## src/rtl/lfsr_generator_if.sv

```systemverilog
`default_nettype none
// ============================================================================
// Module      : lfsr_generator_if
// Description : Control, handshake and statistics bundle of the PRBS generator.
// Revision    : 1.0 - initial release
// ============================================================================
interface lfsr_generator_if #(
    parameter int DATA_WIDTH = 14,
    parameter int LFSR_LEN   = 23,
    parameter int STAT_WIDTH = 32
);
    logic                  en;
    logic [LFSR_LEN-1:0]   seed_i;
    logic                  inj_i;
    logic                  ready_i;
    logic                  valid_o;
    logic [DATA_WIDTH-1:0] data_o;
    logic [STAT_WIDTH-1:0] word_cnt_o;
    logic [STAT_WIDTH-1:0] inj_cnt_o;
    logic                  busy_o;

    // The generator is the slave; whoever drives en/seed/ready is the master.
    modport master (
        output en, seed_i, inj_i, ready_i,
        input  valid_o, data_o, word_cnt_o, inj_cnt_o, busy_o
    );

    modport slave (
        input  en, seed_i, inj_i, ready_i,
        output valid_o, data_o, word_cnt_o, inj_cnt_o, busy_o
    );
endinterface
`default_nettype wire

```

## src/rtl/lfsr_generator.sv

```systemverilog
`default_nettype none
// ============================================================================
// Module      : lfsr_generator
// Description : Fibonacci-LFSR PRBS word source with seed load, valid/ready
//               output, single-word error injection and statistics counters.
// Revision    : 1.0 - initial release
// ============================================================================
module lfsr_generator #(
    parameter int                  DATA_WIDTH = 14,
    parameter int                  LFSR_LEN   = 23,
    parameter logic [LFSR_LEN-1:0] LFSR_POLY  = 23'b100_0010_0000_0000_0000_0000,
    parameter logic                XOR_CONST  = 1'b0,
    parameter logic [LFSR_LEN-1:0] SEED       = 23'h7FFFFF,
    parameter int                  STAT_WIDTH = 32,
    parameter int                  INJ_BIT    = 0
) (
    input  wire logic        clk,
    input  wire logic        rst,
    lfsr_generator_if.slave  bus
);

    localparam logic [1:0] ST_IDLE = 2'd0;
    localparam logic [1:0] ST_SEED = 2'd1;
    localparam logic [1:0] ST_RUN  = 2'd2;

    logic [1:0]            state;
    logic [LFSR_LEN-1:0]   lfsr;
    logic [DATA_WIDTH-1:0] data;
    logic                  valid;
    logic                  inj_pend;
    logic [STAT_WIDTH-1:0] word_cnt;
    logic [STAT_WIDTH-1:0] inj_cnt;

    logic                  next_bit;
    logic                  load;
    logic                  inj_eff;
    logic [DATA_WIDTH-1:0] inj_mask;
    logic [LFSR_LEN-1:0]   seed_eff;

    assign next_bit = (^(lfsr & LFSR_POLY)) ^ XOR_CONST;
    assign load     = !valid || bus.ready_i;
    assign inj_eff  = bus.inj_i || inj_pend;

    // An all-XOR_CONST register would never leave the lock-up state.
    assign seed_eff = (bus.seed_i == {LFSR_LEN{XOR_CONST}}) ? SEED : bus.seed_i;

    always_comb begin
        inj_mask          = '0;
        inj_mask[INJ_BIT] = inj_eff;
    end

    always_ff @(posedge clk) begin
        if (rst) begin
            state    <= ST_IDLE;
            lfsr     <= '0;
            data     <= '0;
            valid    <= 1'b0;
            inj_pend <= 1'b0;
            word_cnt <= '0;
            inj_cnt  <= '0;
        end else if (!bus.en) begin
            // A word still pending on the output is dropped and never counted.
            state    <= ST_IDLE;
            valid    <= 1'b0;
            inj_pend <= 1'b0;
        end else begin
            case (state)
                ST_IDLE: begin
                    state    <= ST_SEED;
                    word_cnt <= '0;
                    inj_cnt  <= '0;
                    inj_pend <= 1'b0;
                end
                ST_SEED: begin
                    lfsr  <= seed_eff;
                    state <= ST_RUN;
                end
                ST_RUN: begin
                    if (valid && bus.ready_i) begin
                        word_cnt <= word_cnt + STAT_WIDTH'(1);
                    end
                    if (load) begin
                        lfsr  <= {lfsr[LFSR_LEN-2:0], next_bit};
                        data  <= {lfsr[DATA_WIDTH-2:0], next_bit} ^ inj_mask;
                        valid <= 1'b1;
                        if (inj_eff) begin
                            inj_pend <= 1'b0;
                            inj_cnt  <= inj_cnt + STAT_WIDTH'(1);
                        end
                    end else if (bus.inj_i) begin
                        inj_pend <= 1'b1;
                    end
                end
                default: begin
                    state <= ST_IDLE;
                end
            endcase
        end
    end

    assign bus.valid_o    = valid;
    assign bus.data_o     = data;
    assign bus.word_cnt_o = word_cnt;
    assign bus.inj_cnt_o  = inj_cnt;
    assign bus.busy_o     = (state == ST_SEED) || (state == ST_RUN);

endmodule
`default_nettype wire

```

## src/flat_wrapper.sv

```systemverilog
// flat-port wrapper written by rule: the top's interface ports become plain ports
module lfsr_generator_flat 
#(
    parameter int                  DATA_WIDTH = 14,
    parameter int                  LFSR_LEN   = 23,
    parameter logic [LFSR_LEN-1:0] LFSR_POLY  = 23'b100_0010_0000_0000_0000_0000,
    parameter logic                XOR_CONST  = 1'b0,
    parameter logic [LFSR_LEN-1:0] SEED       = 23'h7FFFFF,
    parameter int                  STAT_WIDTH = 32,
    parameter int                  INJ_BIT    = 0
)
  (clk, rst, bus_en, bus_seed_i, bus_inj_i, bus_ready_i, bus_valid_o, bus_data_o, bus_word_cnt_o, bus_inj_cnt_o, bus_busy_o);
  lfsr_generator_if #(.DATA_WIDTH(DATA_WIDTH), .LFSR_LEN(LFSR_LEN), .STAT_WIDTH(STAT_WIDTH)) bus_i ();
  input  wire logic clk;
  input  wire logic rst;
  input wire logic [$bits(bus_i.en)-1:0] bus_en;
  input wire logic [$bits(bus_i.seed_i)-1:0] bus_seed_i;
  input wire logic [$bits(bus_i.inj_i)-1:0] bus_inj_i;
  input wire logic [$bits(bus_i.ready_i)-1:0] bus_ready_i;
  output wire logic [$bits(bus_i.valid_o)-1:0] bus_valid_o;
  output wire logic [$bits(bus_i.data_o)-1:0] bus_data_o;
  output wire logic [$bits(bus_i.word_cnt_o)-1:0] bus_word_cnt_o;
  output wire logic [$bits(bus_i.inj_cnt_o)-1:0] bus_inj_cnt_o;
  output wire logic [$bits(bus_i.busy_o)-1:0] bus_busy_o;
  assign bus_i.en = bus_en;
  assign bus_i.seed_i = bus_seed_i;
  assign bus_i.inj_i = bus_inj_i;
  assign bus_i.ready_i = bus_ready_i;
  assign bus_valid_o = bus_i.valid_o;
  assign bus_data_o = bus_i.data_o;
  assign bus_word_cnt_o = bus_i.word_cnt_o;
  assign bus_inj_cnt_o = bus_i.inj_cnt_o;
  assign bus_busy_o = bus_i.busy_o;
  lfsr_generator #(.DATA_WIDTH(DATA_WIDTH), .LFSR_LEN(LFSR_LEN), .LFSR_POLY(LFSR_POLY), .XOR_CONST(XOR_CONST), .SEED(SEED), .STAT_WIDTH(STAT_WIDTH), .INJ_BIT(INJ_BIT)) u_core (.clk(clk), .rst(rst), .bus(bus_i));
endmodule
```

## config.mk

```make
export PLATFORM = sky130hd
export DESIGN_NAME = lfsr_generator_flat
export DESIGN_NICKNAME = d
export VERILOG_FILES = /design/src/rtl/lfsr_generator_if.sv /design/src/rtl/lfsr_generator.sv /design/src/flat_wrapper.sv
export SDC_FILE = /design/constraint.sdc
export NUM_CORES = 1
export LEC_CHECK = 0
export ABC_AREA = 1
export CAP_MARGIN = 20
export CORE_MARGIN = 1.5
export CORE_UTILIZATION = 45
export CTS_CLUSTER_DIAMETER = 30
export CTS_CLUSTER_SIZE = 30
export DETAILED_ROUTE_END_ITERATION = 10
export PLACE_DENSITY = 0.82
export SYNTH_ARGS = -nofsm -noshare
export SYNTH_HDL_FRONTEND = slang
export SYNTH_SLANG_ARGS = --single-unit
export TNS_END_PERCENT = 1
```

## constraint.sdc

```tcl
create_clock -name clk -period 1.7 [get_ports clk]
set_input_delay 0.17 -clock clk [delete_from_list [all_inputs] [get_ports clk]]
set_output_delay 0.17 -clock clk [all_outputs]
set_load 0.02 [all_outputs]
```

==> results.py, run 1 <==
metrics = {
    "finish": {
        "regArea_sq_um": 2100,
        "multi_input_area_sq_um": 2950,
        "n_fill_cell": 1047,
        "diodes": 0,
        "drive_gt1_frac": 0.0984,
        "layout.nets": 1048,
        "area_growth_syn_to_layout_pct": 37.4,
    },
    "sta": {
        "finalSetupViolCount": 0,
        "clock_skew_ns": 0.00954,
        "min_period_over_period": 0.998,
        "finalSetupTns_ns": 0,
        "finalHoldViolCount": 0,
        "timing.hold.ws_ns": 0.463,
        "slew-limit-headroom": 0.748,
        "rsz0062_at_grt": "true",
        "final.min_clock_period_ns": 1.70,
        "fmax_mhz": 589,
        "tightest_slew_ns": 0.375,
        "slew_viol_final": 0,
    },
    "global_routing": {
        "antenna_found_initial": 0,
        "grt_pass1_wl_um": 23200,
        "grt_max_degree": 44,
        "grt_util_all_layers": 0.220,
        "grt_remaining_overflow": 0,
        "grt_pass1_vias": 5197,
    },
    "clock_tree": {
        "cts_root_buf": "clkbuf_16",
        "cts_tree": "done",
        "cts_buffers": 9,
        "cts_buffer_depth": 2,
        "cts_hold_buf": 0,
        "clkLatencyLatePin_ns": 0.35,
        "cts.htree.levels": 3,
        "cts.sinks": 105,
        "clk_pin_slew_ns": 0.07,
    },
    "pwr": {
        "internal-power_mw": 4.02,
        "clkPwrFrac": 0.417,
        "ir_drop_mv": 0.415,
        "p_seq_frac": 0.483,
        "p_leak_nw": 3.07,
        "swShare": 0.230,
        "power_density_nw_per_um2": 696,
        "comb_power_share": 0.100,
        "power_switching_mw": 1.20,
    },
    "placed_design": {
        "port_buffers": 107,
        "finalWeightedCongestion": 0.897,
        "hpwlAfterDp_um": 10200,
    },
    "flow_run": {
        "drv_cap": 0,
    },
    "floorplan": {
        "num_rows": 40,
        "die_width_um": 113,
        "core-area_sq_um": 11900,
        "die_area_sq_um": 12800,
        "start_util": 0.458,
        "ios": 108,
        "die_y_um": 113,
    },
    "routing": {
        "final_antenna_net_count": 0,
        "drt_wl_total_um": 14400,
        "vias": 5849,
        "via_per_inst": 5.03,
        "detail_route.wl_per_cell_um": 12.4,
        "first_pass_iters": 5,
        "drc": 0,
        "first_iter_violations": 429,
    },
    "synth": {
        "synth_area_leaders": "dfxtp_1 (39%), nand2_1 (16%), nor2_1 (12%), inv_1 (7.3%), a21oi_1 (6.8%)",
        "synth-seq-area-share": 0.385,
        "yosys.area_share.simple": 0.388,
        "synth_compound_area_frac": 0.113,
        "synthAdderAreaFrac": 0.0161,
        "yosysUniqueCellTypes": 31,
        "synthMuxAreaShare": 0,
        "synth_top_area_frac": 0.385,
        "syn_avg_cell_area_sq_um": 6.27,
        "syn_inst": 870,
        "synth_top_family_by_area": "simple AND/OR/NAND/NOR gates",
        "ys_seq_elements": 105,
        "syn-num-nets": 905,
        "synth_xor_area_frac": 0.00321,
        "syn_area_sq_um": 5450,
        "yosysTopAreaCell": "dfxtp_1",
        "synth_warnings": 0,
    },
    "setup_path": {
        "cp_max_fo": 8,
        "crit_arrival_ns": 1.98,
        "crit_type": "reg -> reg",
        "crit_start": "u_core.state[0]$_SDFFE_PP0N_",
        "crit_path_start_kind": "register",
        "r2r_setup_slack_ns": 0.003,
        "endpoint": "u_core.bus.inj_cnt_o[20]$_SDFFE_PP0P_",
        "rr_worst_depth": 11,
        "r2r-start": "u_core.state[0]$_SDFFE_PP0N_",
        "end_kind": "register",
        "cp.required_ns": 1.99,
        "r2r-end": "u_core.bus.inj_cnt_o[20]$_SDFFE_PP0P_",
    },
    "status": {
        "status": "finished, final reports clean",
    },
    "min_path": {
        "hold_path.class": "reg -> reg",
    },
}
## cell usage in the layout (no fill, tap or decap), types with 5 or more instances in the layout
| cell type | Yosys | layout |
|---|---|---|
| nand2_2 | 0 | 5 |
| inv_1 | 106 | 104 |
| nor3_1 | 20 | 18 |
| clkbuf_16 | 0 | 11 |
| o21ai_0 | 35 | 34 |
| nor2_4 | 2 | 7 |
| nand4_1 | 22 | 22 |
| buf_4 | 0 | 39 |
| clkdlybuf4s50_1 | 0 | 106 |
| nor2_2 | 5 | 6 |
| nand3_1 | 38 | 38 |
| a21oi_1 | 74 | 72 |
| dfxtp_1 | 105 | 103 |
| nand2_1 | 226 | 221 |
| nor2_1 | 180 | 174 |
| ha_1 | 7 | 5 |
## what timing repair did
action | CTS | global route
pin swaps | 1 | 7
resized for setup | 8 | 29
cloned | 0 | 2
endpoints found under the setup margin | 65 | 83
buffers inserted | 0 | 6
## state kept, by name (all words and copies together), names as in the netlist
register / count
u_core.lfsr: 23
u_core.bus.data_o: 14
u_core.bus.valid_o: 1
u_core.bus.word_cnt_o: 32
u_core.state: 2
u_core.bus.inj_cnt_o: 32
u_core.inj_pend: 1
## how the worst min path moves through the flow
stage,from,end,slack [ns],cells past startpoint
after detailed placement,u_core.lfsr[9]$_SDFFE_PP0P_,u_core.lfsr[9]$_SDFFE_PP0P_,0.46,2
after CTS,u_core.lfsr[9]$_SDFFE_PP0P_,u_core.lfsr[9]$_SDFFE_PP0P_,0.47,2
after global routing,u_core.lfsr[16]$_SDFFE_PP0P_,u_core.lfsr[16]$_SDFFE_PP0P_,0.48,2
after floorplan,bus_en,u_core.bus.valid_o$_SDFFE_PP0P_,0.35,2
after global placement,u_core.lfsr[21]$_SDFFE_PP0P_,u_core.lfsr[21]$_SDFFE_PP0P_,0.45,2
final,u_core.lfsr[9]$_SDFFE_PP0P_,u_core.lfsr[9]$_SDFFE_PP0P_,0.46,2
## worst max-delay path, cell delays in order, from the launching register on
cell and delay [ns]:
dfxtp_2 0.34, inv_4 0.08, ha_4 0.18, nor2_4 0.06, nor2_8 0.16, nand3_4 0.16
nor2_4 0.25, buf_4 0.14, nand3_1 0.07, nand2_1 0.07, nand2_1 0.04, nor2_1 0.08
## per-layer routing
layer	wire length, um	GRT usage	vias to the layer above
met5	0	0	-
met4	244	0.0767	0
met3	903	0.0439	22
met2	6820	0.366	176
met1	6410	0.286	2612
li1	-	-	3039
## through the flow
| stage | instance area (sq um) | instances | utilization | setup slack [ns] | total power, mW |
|---|---|---|---|---|---|
| 2_1_floorplan | 5460 | 870 | - | 0.00361 | 2.83 |
| 3_3_place_gp | 6960 | 1141 | 0.584 | -0.193 | 3.02 |
| 3_5_place_dp | 6960 | 1141 | 0.584 | -0.251 | 3.03 |
| 4_1_cts | 7300 | 1155 | 0.613 | -0.101 | 5.18 |
| 5_1_grt | 7490 | 1163 | 0.629 | -0.157 | 5.41 |
| 6_report | 7490 | 1163 | 0.629 | 0.00332 | 5.21 |
## kinds of logic (layout without fill, tap and decap cells)
group | Yosys count | after routing
xor+xnor | 2 | 2
fa+ha+maj | 7 | 7
flops | 105 | 105
simple gates | 504 | 504
buf+inv | 133 | 279
compound gates | 119 | 119
## power by group through the flow
stage	Combinational (mW)	Clock, mW	Sequential [mW]
2_1_floorplan	0.246	0	2.58
3_3_place_gp	0.451	0	2.57
3_5_place_dp	0.458	0	2.57
4_1_cts	0.462	2.20	2.52
5_1_grt	0.574	2.31	2.52
6_report	0.521	2.17	2.52
## synth_stat cells
library cell,count
nand2_1,226
nor2_1,180
inv_1,106
dfxtp_1,105
a21oi_1,74
nand3_1,38
o21ai_0,35
nand4_1,22
nor3_1,20
buf_2,11
clkbuf_1,10
ha_1,7
nor2_2,5
a211oi_1,4
buf_1,3
inv_2,3
and3_1,2
nand3b_1,2
nand4_2,2
nor2_4,2
o21bai_1,2
or2_2,2
a31oi_1,1
nand3_4,1
nor2_8,1
nor3b_1,1
o21a_1,1
o21ai_1,1
o21ai_2,1
xnor2_1,1
xor2_1,1
## layout make-up
type / count / share of cell area
Sequential cell: 105 / 0.281
Timing Repair Buffer: 156 / 0.205
Multi-Input combinational cell: 632 / 0.394
Clock buffer: 11 / 0.0311
Clock inverter: 3 / 0.00902
Tap cell: 147 / 0.0245
Inverter: 109 / 0.0553
No activity file was read; power rests on OpenSTA's default activity.
==> inputs of run 2 (changes only) <==
Settings changed: CTS_BUF_LIST from default to sky130_fd_sc_hd__clkbuf_16, SLEW_MARGIN from default to 20.
==> run 2 against run 1 <==
Net effect:
- die area stayed put
- maximum frequency is 0.27% higher
- utilization stayed put
- critical path depth stayed put
- critical endpoint unchanged
- highest routed layer unchanged
==> results.py, run 2 (synthesis results as in run 1) <==
metrics = {
    "finish": {
        "n_fill_cell": 1047,
        "final_common_cell": "nand2_1",
        "multi_input_area_sq_um": 2950,
        "diodes": 0,
        "drive_gt1_frac": 0.0984,
        "layout.nets": 1048,
        "final_util": 0.629,
        "area_growth_syn_to_layout_pct": 37.4,
        "regArea_sq_um": 2100,
        "mostFrequentLayoutCells": "nand2_1 (221), nor2_1 (174), inv_1 (106), clkdlybuf4s50_1 (106), dfxtp_1 (103)",
    },
    "sta": {
        "slew_viol_final": 0,
        "slew-limit-headroom": 0.747,
        "tightest_slew_ns": 0.377,
        "clock_skew_ns": 0.00956,
        "finalSetupViolCount": 0,
        "final.min_clock_period_ns": 1.69,
        "finalHoldViolCount": 0,
        "timing.hold.ws_ns": 0.463,
        "rsz0062_at_grt": "true",
        "fmax_mhz": 591,
        "min_period_over_period": 0.995,
    },
    "placed_design": {
        "hpwlAfterDp_um": 10200,
        "port_buffers": 107,
        "finalWeightedCongestion": 0.897,
    },
    "routing": {
        "first_pass_iters": 5,
        "vias": 5850,
        "first_iter_violations": 435,
        "final_antenna_net_count": 0,
        "drt_wl_total_um": 14400,
        "drc": 0,
        "via_per_inst": 5.03,
        "detail_route.wl_per_cell_um": 12.3,
    },
    "clock_tree": {
        "clk_pin_slew_ns": 0.07,
        "cts.htree.levels": 3,
        "clkLatencyLatePin_ns": 0.35,
        "cts_root_buf": "clkbuf_16",
        "cts_hold_buf": 0,
        "cts.sinks": 105,
        "cts_buffer_depth": 2,
        "cts_buffers": 9,
        "cts_tree": "done",
    },
    "setup_path": {
        "crit_type": "reg -> reg",
        "slowest_stage": "dfxtp_2",
        "crit_path_start_kind": "register",
        "crit_arrival_ns": 1.98,
        "crit_family": "simple AND/OR/NAND/NOR gates",
        "r2r_setup_slack_ns": 0.008,
        "path_cells": "inv_4, ha_4, nor2_4, nor2_8, nand3_4, nor2_4, buf_4, nand3_1, nand2_1, nand2_1, nor2_1",
        "end_kind": "register",
        "crit_buf_inv": 2,
        "critPathMaxStageDelay_ns": 0.34,
        "cp.required_ns": 1.99,
        "cp_max_fo": 8,
    },
    "pwr": {
        "ir_drop_mv": 0.415,
        "p_leak_nw": 3.07,
        "power_density_nw_per_um2": 694,
        "total_power_mw": 5.20,
    },
    "status": {
        "status": "finished, final reports clean",
    },
    "min_path": {
        "hold_path.class": "reg -> reg",
    },
    "floorplan": {
        "core-area_sq_um": 11900,
        "start_util": 0.458,
        "die_y_um": 113,
        "die_width_um": 113,
        "ios": 108,
        "num_rows": 40,
        "die_area_sq_um": 12800,
    },
    "flow_run": {
        "drv_cap": 0,
    },
    "global_routing": {
        "grt_pass1_vias": 5197,
        "grt_util_all_layers": 0.220,
        "grt_max_degree": 44,
        "grt_pass1_wl_um": 23200,
        "antenna_found_initial": 0,
        "grt_remaining_overflow": 0,
    },
}
==> run 2: changes by cell type in the layout (fill, tap and decap cells not counted), sizes merged <==
cell and delta:
inv +2, clkbuf -2
==> run 2: timing repair <==
item / CTS / global route
setup endpoints to repair: 65 / 83
pin swaps: 1 / 7
gates cloned: 0 / 2
gates resized for setup: 8 / 29
buffers inserted: 0 / 6
==> run 2: power by group <==
group | leakage, nW | internal (mW) | switching (mW)
clock network | 0.150 | 1.26 | 0.897
registers | 0.849 | 2.50 | 0.0227
logic | 2.08 | 0.244 | 0.277
==> run 2: worst paths after layout <==
| path | startpoint | to | cells past startpoint |
|---|---|---|---|
| max | u_core.state[0]$_SDFFE_PP0N_ | u_core.bus.inj_cnt_o[20]$_SDFFE_PP0P_ | 11 |
| min | u_core.lfsr[9]$_SDFFE_PP0P_ | u_core.lfsr[9]$_SDFFE_PP0P_ | 2 |
| max reg2reg | u_core.state[0]$_SDFFE_PP0N_ | u_core.bus.inj_cnt_o[20]$_SDFFE_PP0P_ | 11 |
| min reg2reg | u_core.lfsr[9]$_SDFFE_PP0P_ | u_core.lfsr[9]$_SDFFE_PP0P_ | 2 |
==> run 2: metrics by stage <==
step | setup slack (ns) | instances | setup TNS [ns] | instance area, sq um
final | 0.00782 | 1163 | 0 | 7490
after global routing | -0.156 | 1163 | -3.47 | 7490
after global placement | -0.193 | 1141 | -6.12 | 6960
after floorplan | 0.00361 | 870 | 0 | 5460
after detailed placement | -0.251 | 1141 | -8.72 | 6960
after CTS | -0.101 | 1155 | -0.921 | 7300
==> run 2: final cells by class <==
cell class | count | area share
Clock inverter | 5 | 0.0100
Clock buffer | 9 | 0.0301
Timing Repair Buffer | 156 | 0.205
Multi-Input combinational cell | 632 | 0.394
Inverter | 109 | 0.0553
Tap cell | 147 | 0.0245
Sequential cell | 105 | 0.281
==> run 2: routing by layer <==
metal / share of wire / global-route usage / up-vias
li1: - / - / 3042
met1: 0.44 / 0.286 / 2597
met5: 0 / 0 / -
met4: 0.015 / 0.0767 / 0
met3: 0.065 / 0.0439 / 22
met2: 0.48 / 0.366 / 189
==> run 2: tightest hold or removal path: stages (launching register included) <==
cell and delay, ns:
dfxtp_1 0.31, nand2_1 0.06, a21oi_1 0.05
==> inputs of run 3 (changes only) <==
Settings changed: REMOVE_ABC_BUFFERS from default to 1.
==> run 3 against run 2 <==
Net effect:
- via count about the same
- critical path depth decreased by 2
- die area unchanged
- worst hold slack about the same
- final area is 0.25% lower
- first-iteration DRC count down 3.4%
- clock skew decreased by 0.0032 ns
- count of clock-buffer cells in the layout unchanged
- cell count did not move
==> results.py, run 3 (synthesis results as in run 1) <==
metrics = {
    "floorplan": {
        "start_util": 0.458,
        "die_area_sq_um": 12800,
        "die_y_um": 113,
        "die_width_um": 113,
        "num_rows": 40,
        "ios": 108,
        "core-area_sq_um": 11900,
    },
    "setup_path": {
        "slowest_stage": "dfxtp_2",
        "cp.required_ns": 1.95,
        "crit_arrival_ns": 1.94,
        "end_kind": "register",
        "r2r-start": "u_core.state[0]$_SDFFE_PP0N_",
        "crit_family": "simple AND/OR/NAND/NOR gates",
        "crit_start": "u_core.state[0]$_SDFFE_PP0N_",
        "crit_buf_inv": 1,
        "critPathMaxStageDelay_ns": 0.34,
        "crit_top_cell": "nor2_4",
        "path_cells": "inv_4, ha_4, nor2_4, nor2_8, nand3_4, nor2_4, nand2_1, nor3b_1, nor2_1",
        "crit_type": "reg -> reg",
        "crit_path_start_kind": "register",
        "cp_max_fo": 8,
    },
    "clock_tree": {
        "cts.htree.levels": 3,
        "clk_pin_slew_ns": 0.07,
        "cts.sinks": 105,
        "cts_hold_buf": 0,
        "cts_tree": "done",
        "cts_root_buf": "clkbuf_16",
        "clkLatencyLatePin_ns": 0.36,
        "cts_buffers": 9,
        "cts_buffer_depth": 2,
    },
    "finish": {
        "layout.nets": 1046,
        "diodes": 0,
        "final_common_cell": "nand2_1",
        "mostFrequentLayoutCells": "nand2_1 (221), nor2_1 (172), clkdlybuf4s50_1 (106)",
        "area_growth_syn_to_layout_pct": 37.0,
        "drive_gt1_frac": 0.103,
        "final_util": 0.627,
    },
    "placed_design": {
        "finalWeightedCongestion": 0.898,
        "port_buffers": 107,
        "dpl_worst_slack_ns": -0.142,
        "hpwlAfterDp_um": 10300,
    },
    "sta": {
        "clock_skew_ns": 0.00636,
        "tightest_slew_ns": 0.351,
        "slew-limit-headroom": 0.766,
        "worst_slack_ns": 0.0136,
        "finalHoldViolCount": 0,
        "slew_viol_final": 0,
        "timing.hold.ws_ns": 0.464,
        "finalSetupViolCount": 0,
        "fmax_mhz": 593,
        "min_period_over_period": 0.992,
        "rsz0062_at_grt": "true",
        "finalSetupTns_ns": 0,
        "final.min_clock_period_ns": 1.69,
    },
    "global_routing": {
        "grt_remaining_overflow": 0,
        "antenna_found_initial": 0,
        "grt_util_all_layers": 0.229,
        "grt_max_degree": 37,
        "grt_pass1_vias": 5366,
        "grt_pass1_wl_um": 24200,
    },
    "pwr": {
        "p_leak_nw": 3.07,
        "ir_drop_mv": 0.375,
        "power_density_nw_per_um2": 704,
    },
    "routing": {
        "first_pass_iters": 6,
        "drc": 0,
        "vias": 5845,
        "first_iter_violations": 420,
        "detail_route.wl_per_cell_um": 12.3,
        "via_per_inst": 5.03,
        "drt_wl_total_um": 14300,
        "final_antenna_net_count": 0,
    },
    "status": {
        "status": "finished, final reports clean",
    },
    "min_path": {
        "worstHoldStart": "u_core.lfsr[19]$_SDFFE_PP0P_",
        "hold_path.class": "reg -> reg",
    },
    "flow_run": {
        "drv_cap": 0,
    },
}
-- run 3: changes by cell type in the layout (fill, tap and decap cells not counted), moves of 2 or more --
| cell | previous run | this run |
|---|---|---|
| inv_1 | 106 | 104 |
| clkbuf_16 | 11 | 9 |
| nor2_1 | 174 | 172 |
| nor2_2 | 6 | 8 |
-- run 3: worst register-to-register path, stage by stage (launching register included) --
cell and delay [ns]:
dfxtp_2 0.34, inv_4 0.08, ha_4 0.17, nor2_4 0.05, nor2_8 0.15, nand3_4 0.16
nor2_4 0.25, nand2_1 0.14, nor3b_1 0.20, nor2_1 0.07
-- run 3: final cells by class --
cell class,count,area (sq um)
inverter,109,412
tap,147,184
fill,1062,4440
sequential,105,2110
timing repair buffer,154,1480
multi-input combinational,632,2970
clock buffer,9,225
clock inverter,7,93.8
-- run 3: path summary, 6_finish.rpt --
| kind | endpoint | slack [ns] | cells past startpoint |
|---|---|---|---|
| worst min register to register | u_core.lfsr[19]$_SDFFE_PP0P_ | 0.46 | 2 |
| worst min-delay path | u_core.lfsr[19]$_SDFFE_PP0P_ | 0.46 | 2 |
| worst max-delay path | u_core.bus.inj_cnt_o[18]$_SDFFE_PP0P_ | 0.01 | 9 |
| worst max register to register | u_core.bus.inj_cnt_o[18]$_SDFFE_PP0P_ | 0.01 | 9 |
-- run 3: metal layers --
| layer | routed length [um] | vias to the layer above | part of all wire | global-route usage |
|---|---|---|---|---|
| met2 | 6670 | 123 | 0.47 | 0.373 |
| met4 | 352 | 0 | 0.025 | 0.103 |
| met5 | 0 | - | 0 | 0 |
| met3 | 528 | 24 | 0.037 | 0.0359 |
| li1 | - | 3037 | - | - |
| met1 | 6720 | 2661 | 0.47 | 0.301 |
-- run 3: repair_timing --
| action | CTS | global route |
|---|---|---|
| setup endpoints to repair | 35 | 83 |
| resized for setup | 6 | 37 |
| setup buffers | 0 | 4 |
| pin swaps | 0 | 9 |
-- run 3: per-stage QoR --
step	instances	area [sq um]	total power [mW]
after floorplan	846	5350	2.80
after global placement	1143	6980	3.03
after detailed placement	1143	6980	3.03
after CTS	1159	7320	5.27
after global routing	1163	7470	5.47
final	1163	7470	5.26
-- run 3: where the power goes --
part / leakage, nW / internal (mW) / switching [mW]
registers: 0.849 / 2.50 / 0.0222
clock network: 0.153 / 1.29 / 0.961
logic: 2.06 / 0.226 / 0.266
